--- config.mk ---
export PLATFORM = sky130hd
export DESIGN_NAME = pc_sequencer
export DESIGN_NICKNAME = d
export VERILOG_FILES = /design/src/rtl/pc_seq_pkg.sv /design/src/rtl/pc_incr.sv /design/src/rtl/pc_sequencer.sv
export SDC_FILE = /design/constraint.sdc
export NUM_CORES = 1
export LEC_CHECK = 0
export ABC_AREA = 0
export BUFFER_PORTS_ARGS = -buffer_cell sky130_fd_sc_hd__buf_4
export CAP_MARGIN = 20
export CORE_UTILIZATION = 35
export DETAILED_ROUTE_END_ITERATION = 6
export GPL_ROUTABILITY_DRIVEN = 0
export PLACE_DENSITY = 0.6
export RECOVER_POWER = 50
export SETUP_SLACK_MARGIN = 0.2
export SLEW_MARGIN = 10
export SYNTH_ARGS = -nofsm -noshare
export SYNTH_HDL_FRONTEND = slang
export SYNTH_SLANG_ARGS = --single-unit
--- constraint.sdc ---
create_clock -name clk -period 3.4 [get_ports clk]
set_input_delay 0.17 -clock clk [delete_from_list [all_inputs] [get_ports clk]]
set_output_delay 0.17 -clock clk [all_outputs]
set_load 0.02 [all_outputs]
--- src/rtl/pc_seq_pkg.sv ---
// Shared constants and state encoding for the fetch-stage PC sequencer.
package pc_seq_pkg;

    localparam int unsigned PC_W    = 16;
    localparam int unsigned OPC_HI  = 15;
    localparam int unsigned OPC_LO  = 12;
    localparam int unsigned OPC_W   = OPC_HI - OPC_LO + 1;
    localparam int unsigned DRAIN_W = 3;

    typedef enum logic [1:0] {
        ST_RUN      = 2'd0,
        ST_WAIT_MEM = 2'd1,
        ST_HALTING  = 2'd2,
        ST_HALTED   = 2'd3
    } state_e;

endpackage

--- src/rtl/pc_incr.sv ---
// Sequential-fetch incrementer: PC + 2, wrapping modulo 2^16.
module pc_incr
    import pc_seq_pkg::*;
(
    input  logic [PC_W-1:0] pc_i,
    output logic [PC_W-1:0] pc_plus2_o
);

    assign pc_plus2_o = pc_i + PC_W'(2);

endmodule

--- src/rtl/pc_sequencer.sv ---
// Fetch-stage PC sequencer: advance / redirect / wait / halt control and IF/ID gating.
// Optional feature macro PC_SEQ_PERF_EN adds saturating fetch and redirect counters.
module pc_sequencer
    import pc_seq_pkg::*;
#(
    parameter logic [PC_W-1:0]  RESET_PC    = 16'h0000,
    parameter logic [OPC_W-1:0] HALT_OPCODE = 4'hF,
    parameter int unsigned      HALT_DRAIN  = 4
) (
    input  logic            clk,
    input  logic            rst,
    input  logic [PC_W-1:0] instr,
    input  logic            imem_valid,
    input  logic            hazard_stall,
    input  logic            br_taken,
    input  logic [PC_W-1:0] br_target,
    output logic [PC_W-1:0] pc_out,
    output logic [PC_W-1:0] pc_plus2,
    output logic            fetch_valid,
    output logic            if_id_wen,
    output logic            if_id_flush,
`ifdef PC_SEQ_PERF_EN
    output logic [15:0]     perf_fetch_cnt,
    output logic [15:0]     perf_redirect_cnt,
`endif
    output logic            halted
);

    state_e               state_q, state_d;
    logic [PC_W-1:0]      pc_q, pc_d;
    logic [DRAIN_W-1:0]   drain_q, drain_d;
    logic                 halted_q, halted_d;

    logic                 br_acc_c;
    logic                 halt_op_c;
    logic                 in_fetch_c;
    logic                 redir_acc_c;
    logic                 unused_instr_c;

    pc_incr u_pc_incr (
        .pc_i       (pc_q),
        .pc_plus2_o (pc_plus2)
    );

    assign br_acc_c       = br_taken & ~hazard_stall;
    assign halt_op_c      = (instr[OPC_HI:OPC_LO] == HALT_OPCODE);
    assign unused_instr_c = ^instr[OPC_LO-1:0];
    assign in_fetch_c     = (state_q == ST_RUN) || (state_q == ST_WAIT_MEM);
    assign redir_acc_c    = br_acc_c & (state_q != ST_HALTED);

    assign fetch_valid = imem_valid & ~hazard_stall & ~br_taken & in_fetch_c;
    assign if_id_wen   = ~hazard_stall;
    assign if_id_flush = if_id_wen & ~fetch_valid;
    assign pc_out      = pc_q;
    assign halted      = halted_q;

    // Next-state: stall > redirect > memory wait > halt fetch > sequential advance
    always_comb begin
        state_d  = state_q;
        pc_d     = pc_q;
        drain_d  = drain_q;
        halted_d = halted_q;
        case (state_q)
            ST_RUN, ST_WAIT_MEM: begin
                if (hazard_stall) begin
                    state_d = state_q;
                end else if (br_taken) begin
                    pc_d    = br_target;
                    state_d = ST_RUN;
                end else if (!imem_valid) begin
                    state_d = ST_WAIT_MEM;
                end else if (halt_op_c) begin
                    state_d = ST_HALTING;
                    drain_d = DRAIN_W'(HALT_DRAIN - 1);
                end else begin
                    pc_d    = pc_plus2;
                    state_d = ST_RUN;
                end
            end
            ST_HALTING: begin
                // A resolved branch here means the halt was on the wrong path
                if (br_acc_c) begin
                    pc_d    = br_target;
                    state_d = ST_RUN;
                end else if (drain_q == '0) begin
                    state_d  = ST_HALTED;
                    halted_d = 1'b1;
                end else begin
                    drain_d = drain_q - DRAIN_W'(1);
                end
            end
            default: begin
                state_d = ST_HALTED;
            end
        endcase
    end

    always_ff @(posedge clk or posedge rst) begin
        if (rst) begin
            state_q  <= ST_RUN;
            pc_q     <= RESET_PC;
            drain_q  <= '0;
            halted_q <= 1'b0;
        end else begin
            state_q  <= state_d;
            pc_q     <= pc_d;
            drain_q  <= drain_d;
            halted_q <= halted_d;
        end
    end

`ifdef PC_SEQ_PERF_EN
    logic [15:0] perf_fetch_q, perf_fetch_d;
    logic [15:0] perf_redir_q, perf_redir_d;

    // Saturating event counters; both events are impossible in HALTED, so they freeze there
    always_comb begin
        perf_fetch_d = perf_fetch_q;
        perf_redir_d = perf_redir_q;
        if (fetch_valid && (perf_fetch_q != 16'hFFFF)) begin
            perf_fetch_d = perf_fetch_q + 16'd1;
        end
        if (redir_acc_c && (perf_redir_q != 16'hFFFF)) begin
            perf_redir_d = perf_redir_q + 16'd1;
        end
    end

    always_ff @(posedge clk or posedge rst) begin
        if (rst) begin
            perf_fetch_q <= '0;
            perf_redir_q <= '0;
        end else begin
            perf_fetch_q <= perf_fetch_d;
            perf_redir_q <= perf_redir_d;
        end
    end

    assign perf_fetch_cnt    = perf_fetch_q;
    assign perf_redirect_cnt = perf_redir_q;
`else
    logic unused_redir_c;
    assign unused_redir_c = redir_acc_c;
`endif

endmodule

==> results summary, run 1 <==
The sequential-to-total area share from yosys stat came out at 0.3446. The die outline area came out at between 4000 and 5000 um2. The count of synthesis-stage warnings from yosys came out at 0.

The endpoint class of the critical path is an output pin. At the end of the flow the core is filled with cells to 0.4592. The post-CTS setup buffer count came out at 0. Setup repair after global routing left no endpoint under its margin. The fraction of synthesis flops using an asynchronous set or reset pin came out at 1.000. The finished layout holds 276 standard cells, fillers aside.

The initialized floorplan defines 24 standard-cell rows. The worst-margin pin slew is roughly 1.3 ns. The routed layout has between 1000 and 1500 vias.

STA puts the critical path data required time at approximately 3.2 ns. The number of resized instances in the post-cts repair step is 0. The number of failing hold endpoints at the final stage came out at 0. The synthesized design contains 0 enable-type register cells. The delay contributed by the slowest stage of the critical path is roughly 0.5 ns.

The type of the setup path with the least slack is register to output pin. Clock skew on the completed layout was measured at between 0.006 and 0.007 ns. The final number of max-transition violations is 0. The count of buffer and inverter cells on the critical path is 1. The final-layout setup total negative slack is 0 ns.

The worst relative slew slack came out at 0.1097. The region available for standard cell placement spans around 4400 um2. The slowest stage of the critical path is the sky130_fd_sc_hd__dfrtp_1 cell.

The post-synthesis area per instance came out at around 9.2 um2. The combined area of all synthesized cells is ~1600 um2. The via count normalized by instance count is ~5.4. Derived from the worst setup path, the maximum achievable clock frequency is between 0.4 and 0.5 GHz. The source-to-sink clock delay at the later pin of the worst-skew pair is roughly 0.27 ns. The synthesis-to-finish area growth came out at 26.00%. The overall die height came out at around 70 um. The number of design rule violations left after detail routing came out at 0. The period utilization came out at 0.6105. The post-place setup slack came out at 1.517 ns. The number of clock buffers added by TritonCTS is 3. The worst hold path belongs to the class input pin to asynchronous set/reset pin. The cell leakage power is roughly 0.86 nW. The worst endpoint data arrival time is 1.91 ns. The count of buffers inserted at the top-level ports is 60. The cell total after placement is 272. The TritonCTS sink count came out at 22. When the netlist entered floorplanning its net count stood at 214. The floorplan die width came out at 69.57 um. Traced cell by cell, the critical path runs through ha_1 > and3_1 > nand4_1 > xnor2_1 > buf_4. The first detailed-routing pass took 4 iterations. In the final routed layout, each cell accounts on average for between 15 and 20 um.

The element type at the critical path start is a register. For this configuration, the core starts out at a cell density of 0.3644. The first-iteration detailed-routing DRC count is 90. The number of antenna violations at the first check in global routing is 0.

The cell count after synthesis came out at 174. In this run the worst path has a maximum fanout of 8. The number of hold-repair buffers added at the cts stage came out at 0. TritonCTS built the clock tree. After global routing the overflow that remains totals 0. The number of global-route vias before repair came to between 1000 and 1500. The H-tree depth reported by CTS came out at 1.

The routed wire length came out at 4154 um. The layout cell share with drive strength beyond 1 is 0.2813. The pin count of the biggest net entering global routing is 28. The root buffer cell is sky130_fd_sc_hd__clkbuf_8.

The count of antenna diodes in the layout came out at 0. The cell family contributing the most delay on the critical path is flip-flops. The count of max-cap constraint violations is 0. The final antenna-violating net count came out at 0. The number of top-level pins came out at 73. The smallest hold slack came out at approximately 0.086 ns. The post-layout minimum cycle time came out at just over 2 ns. The HPWL after detailed placement came out at 2893 um. The internal reg-to-reg setup slack came out at 1.54 ns.

The clock passes through at most 2 buffers. The number of distinct standard cells referenced by the synthesized netlist is 38. After clock tree synthesis, the clock-pin slew on the worst setup and hold paths is 0.09 ns. The wire length of the first global-routing pass is approximately 6900 um. The final setup violation count came out at 0. Across every metal layer, demand over resource in global routing totals 0.1785.

The final layout contains 265 nets. Once routing completed, OpenROAD measured the worst setup slack at 1.324 ns. The run finished with clean final reports.

IR analysis of the VDD net gives a maximum drop of 0.0004030 V. In this run the power density over the cells is between 900 and 1000 nW/um2. The most used flip-flop cell after synthesis is sky130_fd_sc_hd__dfrtp_1. After synthesis the netlist holds a flip-flop and latch count of 22.
==> state kept, by name, indices dropped and copies added (netlist names) <==
register / count
pc_out: 16
drain_q: 3
state_q: 2
halted: 1
==> metrics by stage <==
step	power (mW)	cell area (um2)
3_5_place_dp	1.792	2018
4_1_cts	1.989	2073
5_1_grt	2.046	2013
3_3_place_gp	1.776	2018
2_1_floorplan	1.373	1598
6_report	1.903	2013
==> cells by family (layout without fill, tap and decap cells) <==
family	after synthesis	after routing	synth area share
fa+ha+maj	3	3	0.02350
simple gates	56	56	0.1872
xor+xnor	11	11	0.06030
buf+inv	24	74	0.08300
compound gates	51	51	0.2561
mux	7	7	0.04542
flops	22	22	0.3446
==> routing by layer <==
metal,up-vias,track usage,part of all wire
li1,747,-,-
met1,697,0.2245,0.45
met2,43,0.3010,0.48
met3,4,0.04651,0.061
met4,0,0.04989,0.0084
met5,-,0,0
==> report_power, final <==
part	switching [mW]	internal (mW)
Sequential	0.192	0.387
Combinational	0.654	0.474
Clock	0.0910	0.104
==> final cells by class <==
type	instances	area, um2
multi-input cells	128	914.6
inverters	10	37.54
well taps	52	65.06
fillers	451	2371
flip-flops and latches	22	550.5
clock buffers	4	55.05
repair buffers	60	390.4
==> path summary, 6_finish.rpt <==
check / to / startpoint / depth (start not counted)
setup / recovery: pc_plus2[11] / pc_out[1] / 5
hold / removal: pc_out[9] / rst / 2
setup reg to reg: pc_out[11] / state_q[1] / 4
hold reg to reg: halted / halted / 1
max in group asynchronous: pc_out[6] / rst / 2
min in group clk: pc_out[0] / br_target[0] / 2
==> cell usage in the layout (no fill, tap or decap), types with 3 or more instances in the layout <==
cell / n
sky130_fd_sc_hd__xnor2_1: 10
sky130_fd_sc_hd__nand4_1: 7
sky130_fd_sc_hd__o22ai_1: 7
sky130_fd_sc_hd__o21ai_0: 6
sky130_fd_sc_hd__dfrtp_1: 22
sky130_fd_sc_hd__mux2i_1: 5
sky130_fd_sc_hd__a21oi_1: 3
sky130_fd_sc_hd__a211oi_2: 8
sky130_fd_sc_hd__nand2_1: 11
sky130_fd_sc_hd__buf_4: 43
sky130_fd_sc_hd__inv_1: 9
sky130_fd_sc_hd__and3_1: 5
sky130_fd_sc_hd__clkbuf_1: 16
sky130_fd_sc_hd__o31ai_1: 3
sky130_fd_sc_hd__a2bb2oi_1: 10
sky130_fd_sc_hd__ha_1: 3
sky130_fd_sc_hd__o21ai_1: 6
sky130_fd_sc_hd__clkbuf_8: 4
sky130_fd_sc_hd__nand3_1: 14
sky130_fd_sc_hd__nor2_1: 7
sky130_fd_sc_hd__and4_1: 3
==> cells in the mapped netlist (3+ instances only) <==
cell type / n / area share
sky130_fd_sc_hd__dfrtp_1: 22 / 0.34
sky130_fd_sc_hd__a21oi_1: 3 / 0.0094
sky130_fd_sc_hd__and4_1: 3 / 0.016
sky130_fd_sc_hd__o22ai_1: 7 / 0.027
sky130_fd_sc_hd__a211oi_2: 8 / 0.063
sky130_fd_sc_hd__nand3_1: 14 / 0.044
sky130_fd_sc_hd__buf_6: 3 / 0.021
sky130_fd_sc_hd__nand4_1: 7 / 0.027
sky130_fd_sc_hd__a2bb2oi_1: 10 / 0.055
sky130_fd_sc_hd__nand2_1: 11 / 0.026
sky130_fd_sc_hd__inv_1: 9 / 0.021
sky130_fd_sc_hd__o21ai_1: 6 / 0.019
sky130_fd_sc_hd__xnor2_1: 10 / 0.055
sky130_fd_sc_hd__buf_4: 4 / 0.019
sky130_fd_sc_hd__nor2_1: 7 / 0.016
sky130_fd_sc_hd__o21ai_0: 6 / 0.019
sky130_fd_sc_hd__clkbuf_1: 3 / 0.0070
sky130_fd_sc_hd__buf_2: 4 / 0.013
sky130_fd_sc_hd__mux2i_1: 5 / 0.031
sky130_fd_sc_hd__ha_1: 3 / 0.023
sky130_fd_sc_hd__o31ai_1: 3 / 0.014
sky130_fd_sc_hd__and3_1: 5 / 0.020
Note: power is estimated with default switching activity, not from simulation.
==> run 2: changes to the inputs <==
==> constraint.sdc (replaced) <==
create_clock -name clk -period 2.1 [get_ports clk]
set_input_delay 0.105 -clock clk [delete_from_list [all_inputs] [get_ports clk]]
set_output_delay 0.105 -clock clk [all_outputs]
set_load 0.02 [all_outputs]
==> results summary, run 2 (synthesis results as in run 1) <==
After the last flow step, the layout net total stands at around 280. The post-layout minimum cycle time is roughly 1.9 ns. The final setup violation count came out at 0. The starting density of the core is 0.3644. The post-place setup slack is 0.3302 ns. The synthesis-to-finish area growth came out at 31.01%. The layout cell share with drive strength beyond 1 came out at 0.3205. The period utilization is 0.8811. The final-layout setup total negative slack came out at 0 ns. The maximum number of buffers from clock root to sink is 2. The number of buffers created by CTS came out at 3. TritonCTS built the clock tree. The number of design rule violations left after detail routing came out at 0. The overall die height came out at 69.57 um. In the layout the commonest cells are sky130_fd_sc_hd__buf_4 (51), sky130_fd_sc_hd__dfrtp_1 (21), sky130_fd_sc_hd__clkbuf_1 (17). The routed wire length is 4158 um. The post-layout instance count excluding filler cells came out at 286. The number of flip-flops under the largest register name came out at 16. The floorplan die width is between 60 and 70 um. The share of total power dissipated in sequential elements is 0.281. The clock net in this run drives a total of 22 sinks.

The tree is rooted in a sky130_fd_sc_hd__clkbuf_8. The HPWL after detailed placement is between 2000 and 3000 um. The worst endpoint data arrival time is roughly 1.8 ns. The summed area of non-filler cells in the final layout is 2093 um2. In this run the worst hold path is classified as input pin to register.

For this run, the detailed router's first-pass iteration total came to 4. After the first detailed-routing iteration, the DRC count stood at 90. Setup repair after global routing left no endpoint under its margin.

The count of antenna diodes in the layout is 0. Summing all placed instances gives a cell area of 2063 um2. At the pin with the least slew margin, the transition time is around 1.3 ns. In this run the critical register-to-register path is captured at pc_out[11].

The most common cell after layout, fill and taps aside is sky130_fd_sc_hd__buf_4. The final number of max-transition violations is 0. The count of max-cap constraint violations is 0. The number of global-route vias before repair is 1524. The run finished with clean final reports. At the later pin of the worst-skew pair, clock insertion delay measures around 0.27 ns. The required time of the critical path is 2.00 ns. The worst setup path is launched from a register. In this run the number of H-tree levels came out at 1. The number of failing hold endpoints at the final stage came out at 0. The share of total power consumed by net switching is 0.4828. The residual overflow from global routing is 0.

Counting instances, the worst hold path has a depth of 2. Cell internal power was estimated by the tool at around 1.6 mW. Summed over all nets, the switching power comes to 1.537 mW. The number of top-level pins is 73. The worst relative slew slack came out at 0.1115. The pin count of the biggest net entering global routing is 28.

The fmax came out at between 0.5 and 0.6 GHz. The all-layer global routing usage is 0.1789. The count of buffers inserted at the top-level ports came out at 60. The via count is about 1600. The number of inserted filler cells in the final layout is ~500.

The final antenna-violating net count is 0. The cell leakage power is 0.8956 nW. The cell total after placement is 278.

The share of total power dissipated in the clock network is 0.099. The first global-routing pass estimated 7044 um of wire. The highest ir drop seen on vdd came out at 0.0005024 V.

The critical path is of the register to output pin type. The die outline area came out at between 4000 and 5000 um2. The share of power burned in combinational logic is 0.619.

The power density over the cells is between 1500 and 2000 nW/um2. The setup slack of the critical path after layout came out at 0.2497 ns. The number of antenna violations at the first check in global routing is 0.

Hold is met by ~0.075 ns. The routed wirelength normalized by instance count came out at about 15 um. The final worst clock skew is approximately 0.016 ns. The total number of placement rows is 24.

Of all nets on the critical path, the largest fanout is 6. The endpoint class of the critical path is an output pin. The worst reg2reg path startpoint is pc_out[2]. The first element of the critical path is pc_out[2].

The clock slew seen by the registers of the worst setup and hold paths came out at 0.09 ns. The worst register-to-register path has a depth of 6. The via count normalized by instance count came out at around 5.4. The most critical setup path has its endpoint at pc_plus2[11]. In this run the standard cell core region covers about 4400 um2.

The internal reg-to-reg setup slack is slightly above 0.3 ns.
==> run 2: per-stage QoR <==
stage	power, mW	utilization
after floorplan	2.224	-
after global placement	2.940	0.4706
after detailed placement	2.965	0.4706
after CTS	3.292	0.4863
after global routing	3.421	0.4775
final	3.184	0.4775
==> run 2: how the worst min path moves through the flow <==
stage	slack, ns	start	to
after floorplan	0.09	rst	drain_q[0]
after global placement	0.18	rst	pc_out[9]
after detailed placement	0.18	rst	drain_q[0]
after CTS	0.07	br_target[0]	pc_out[0]
after global routing	0.07	br_target[0]	pc_out[0]
final	0.08	br_target[0]	pc_out[0]
==> run 2: layout make-up <==
| type | instances | area [um2] | share of cell area |
|---|---|---|---|
| Clock buffer | 4 | 55.05 | 0.02630 |
| Inverter | 10 | 37.54 | 0.01793 |
| Multi-Input combinational cell | 128 | 919.6 | 0.4393 |
| Sequential cell | 22 | 551.8 | 0.2636 |
| Tap cell | 52 | 65.06 | 0.03108 |
| Timing Repair Buffer | 70 | 464.2 | 0.2218 |
==> run 2: critical path: stages (launching register included) <==
cell and delay (ns):
sky130_fd_sc_hd__dfrtp_1 0.43, sky130_fd_sc_hd__ha_2 0.26, sky130_fd_sc_hd__and3_2 0.24, sky130_fd_sc_hd__nand4_1 0.19, sky130_fd_sc_hd__xnor2_1 0.19, sky130_fd_sc_hd__buf_4 0.16
==> run 2: metal layers <==
metal | track usage | vias up | share of wire
li1 | - | 767 | -
met1 | 0.2168 | 743 | 0.45
met2 | 0.3182 | 46 | 0.48
met3 | 0.04360 | 2 | 0.064
met4 | 0.04082 | 0 | 0.0063
met5 | 0 | - | 0
==> run 2: repair_timing <==
item | 4_1_cts | 5_1_grt
gates cloned | 0 | 0
hold buffers | 1 | 0
hold endpoints to repair | 22 | 0
setup buffers | 0 | 3
setup endpoints to repair | 4 | 6
gates resized for setup | 2 | 3
pin swaps | 0 | 1
==> run 2: power groups by stage <==
stage / Combinational, mW / Clock (mW) / Sequential [mW]
floorplan: 1.20 / 0 / 1.02
global placement: 2.03 / 0 / 0.912
detailed placement: 2.05 / 0 / 0.916
CTS: 2.06 / 0.324 / 0.909
global route: 2.14 / 0.341 / 0.940
finish: 1.97 / 0.317 / 0.895
==> run 3: changes to the inputs <==
--- a/config.mk
+++ b/config.mk
@@ -6,12 +6,12 @@
 export NUM_CORES = 1
 export LEC_CHECK = 0
 export ABC_AREA = 0
-export BUFFER_PORTS_ARGS = -buffer_cell sky130_fd_sc_hd__buf_4
+export BUFFER_PORTS_ARGS = -buffer_cell sky130_fd_sc_hd__buf_2
 export CAP_MARGIN = 20
-export CORE_UTILIZATION = 35
+export CORE_UTILIZATION = 42
 export DETAILED_ROUTE_END_ITERATION = 6
 export GPL_ROUTABILITY_DRIVEN = 0
-export PLACE_DENSITY = 0.6
+export PLACE_DENSITY = 0.73
 export RECOVER_POWER = 50
 export SETUP_SLACK_MARGIN = 0.2
 export SLEW_MARGIN = 10
==> constraint.sdc (replaced) <==
create_clock -name clk -period 1.7 [get_ports clk]
set_input_delay 0.085 -clock clk [delete_from_list [all_inputs] [get_ports clk]]
set_output_delay 0.085 -clock clk [all_outputs]
set_load 0.02 [all_outputs]
==> results summary, run 3 (synthesis results as in run 1) <==
The run finished with clean final reports. The pin count of the biggest net entering global routing is 18. The critical path is of the register to output pin type. The power density over the cells came out at 1878 nW/um2. Walking the worst path, the cells encountered are ha_4 > buf_4 > buf_4 > nand3_1 > xnor2_2 > buf_4.

In this run the critical register-to-register path is captured at pc_out[7]. The wire length of the first global-routing pass is just under 7000 um. The cell sitting at the root of the clock tree is a sky130_fd_sc_hd__clkbuf_8. The final number of max-transition violations is 0. Pin placement for this block handled 73 I/O pins.

The number of antenna violations at the first check in global routing came out at 0. The starting density of the core came out at 0.4364. The number of failing hold endpoints at the final stage is 0.

The count of antenna diodes in the layout came out at 0. The layout cell share with drive strength beyond 1 is 0.5157. In the finished design, the share of the clock period the worst path needs comes to 0.9697. The post-layout instance count excluding filler cells is approximately 300. The worst reg-to-reg path cell count came out at 6. The type of the worst min-delay path is input pin to register.

The final antenna-violating net count is 0. The count of buffer and inverter cells on the critical path came out at 3. The most common cell after layout, fill and taps aside is sky130_fd_sc_hd__buf_2. The smallest hold slack came out at approximately 0.040 ns. Compared with the post-synthesis result, the final layout area differs by 44.71%.

The H-tree depth reported by CTS came out at 1. The delay contributed by the slowest stage of the critical path is roughly 0.43 ns. The start point of the worst hold path is br_target[0].

The element type at the critical path start is a register. The via count is between 1500 and 2000. Between clock sinks in the finished design, the worst skew comes to 0.006024 ns. Grouping stages by cell kind, the critical path spends the most delay in buffers and inverters.

The setup slack of the critical path after layout came out at a little over 0.05 ns. The final setup violation count came out at 0. For this run the aggregate overflow at the end of global routing stands at 0. The first-iteration detailed-routing DRC count is between 80 and 90. The required time of the critical path came out at 1.62 ns. The number of global-route vias before repair is ~1400. The final layout contains between 200 and 300 nets. The fraction of met1 tracks used by global routing is 0.2992. The total number of placement rows came out at 22. The worst-margin pin slew came out at 0.8926 ns. After filler insertion, the fill cell instance count of the layout stands at approximately 300. The fmax came out at 0.6066 GHz.

The post-place setup slack is between 0.1 and 0.15 ns. The worst hold path endpoint is pc_out[0]. The worst endpoint data arrival time came out at about 1.6 ns.

The TritonCTS sink count is 22. The die covers between 4000 and 5000 um2. The via count normalized by instance count is ~5.5. Subtracting the final worst setup slack from the clock period gives between 1.5 and 2 ns. The floorplan step defined a core boundary enclosing approximately 3700 um2. The largest fanout on the critical path came out at 3. The worst register-to-register path begins at pc_out[1]. Setup repair after global routing could not meet its margin everywhere. The TritonCTS clock tree is built. The final core utilization is 0.6316.

The met3 capacity usage during global routing came out at 0.04348. The later pin in the worst-skew pair is clocked with a latency of approximately 0.27 ns. On the critical path, the stage with the largest delay is an instance of sky130_fd_sc_hd__dfrtp_2. The number of buffers created by CTS is 3.

The count of max-cap constraint violations is 0. The routed wirelength normalized by instance count came out at 14.62 um. Counting tap cells, the placed design contains a total of between 200 and 300 instances.

In the layout the commonest cells are sky130_fd_sc_hd__buf_2 (44), sky130_fd_sc_hd__buf_4 (35), sky130_fd_sc_hd__dfrtp_1 (13). The all-layer global routing usage came out at 0.2182. In this run the horizontal extent of the chip is ~64 um.

The instance count along the most critical hold path is 2. In this design, the critical path's most frequently occurring cell is sky130_fd_sc_hd__buf_4. The number of flip-flops under the largest register name came out at 16. The number of design rule violations left after detail routing came out at 0.

Clock-pin slew was measured on the worst setup and hold paths at about 0.080 ns. The maximum number of buffers from clock root to sink is 2. Across the VDD grid, the largest voltage drop is 0.0009245 V.

The worst relative slew slack came out at 0.4050. In this run the register-to-register setup slack is 0.14 ns. The worst setup path is captured at an output pin.

The overall die height came out at ~64 um. The busiest layer in global routing is met2. The routed wire length is 4414 um. The total iterations of the first detailed-routing run came out at 4. The cell leakage power came out at 1.061 nW. The count of buffers inserted at the top-level ports is 60.

The HPWL after detailed placement came out at 2979 um. In the global route stage, met2 resource usage came out at 0.3285.
run 3: through the flow:
step	TNS, ns	instance area (um2)	power [mW]
after floorplan	0	1668	2.875
after global placement	0	2022	3.514
final	0	2312	4.343
after CTS	0	2221	4.149
after global routing	-0.01469	2312	4.621
after detailed placement	0	2022	3.554
run 3: worst reg2reg max path, cell delays in order, from the launching register on:
cell and delay [ns]:
sky130_fd_sc_hd__dfrtp_2 0.40, sky130_fd_sc_hd__ha_4 0.14, sky130_fd_sc_hd__buf_4 0.12, sky130_fd_sc_hd__nand2_4 0.05
sky130_fd_sc_hd__or3_4 0.39, sky130_fd_sc_hd__and3_1 0.19, sky130_fd_sc_hd__o31ai_2 0.18
run 3: worst max path at each step:
| stage | start | end | slack, ns | cells after the start |
|---|---|---|---|---|
| floorplan | pc_out[1] | pc_plus2[11] | 0.14 | 4 |
| global placement | pc_out[2] | pc_out[15] | 0.14 | 5 |
| detailed placement | pc_out[2] | pc_out[15] | 0.12 | 5 |
| CTS | pc_out[2] | pc_plus2[15] | 0.02 | 5 |
| global route | pc_out[9] | pc_plus2[13] | -0.005 | 4 |
| finish | pc_out[1] | pc_plus2[5] | 0.05 | 6 |
run 3: per-layer routing:
| metal | routed length, um | vias up |
|---|---|---|
| met1 | 2001 | 797 |
| met2 | 2114 | 46 |
| li1 | - | 804 |
| met4 | 66 | 0 |
| met3 | 231 | 7 |
| met5 | 0 | - |
run 3: layout make-up:
| type | count | area, um2 | share of cell area |
|---|---|---|---|
| clock buffer | 4 | 45.04 | 0.01948 |
| timing repair buffer | 89 | 550.5 | 0.2381 |
| tap | 48 | 60.06 | 0.02597 |
| multi-input combinational | 129 | 1057 | 0.4572 |
| sequential | 22 | 561.8 | 0.2430 |
| inverter | 10 | 37.54 | 0.01623 |
run 3: where the power goes:
| part | internal (mW) | switching (mW) | total (mW) | leakage [nW] |
|---|---|---|---|---|
| sequential | 0.796 | 0.288 | 1.08 | 0.243 |
| clock | 0.168 | 0.174 | 0.341 | 0.0228 |
| combinational | 1.32 | 1.60 | 2.92 | 0.795 |
run 3: repair_timing:
item | CTS | global route
pin swaps | 12 | 7
hold buffers | 1 | 0
endpoints found under the setup margin | 25 | 29
buffers inserted | 11 | 4
gates cloned | 1 | 0
gates resized for setup | 21 | 19
hold endpoints to repair | 22 | 0
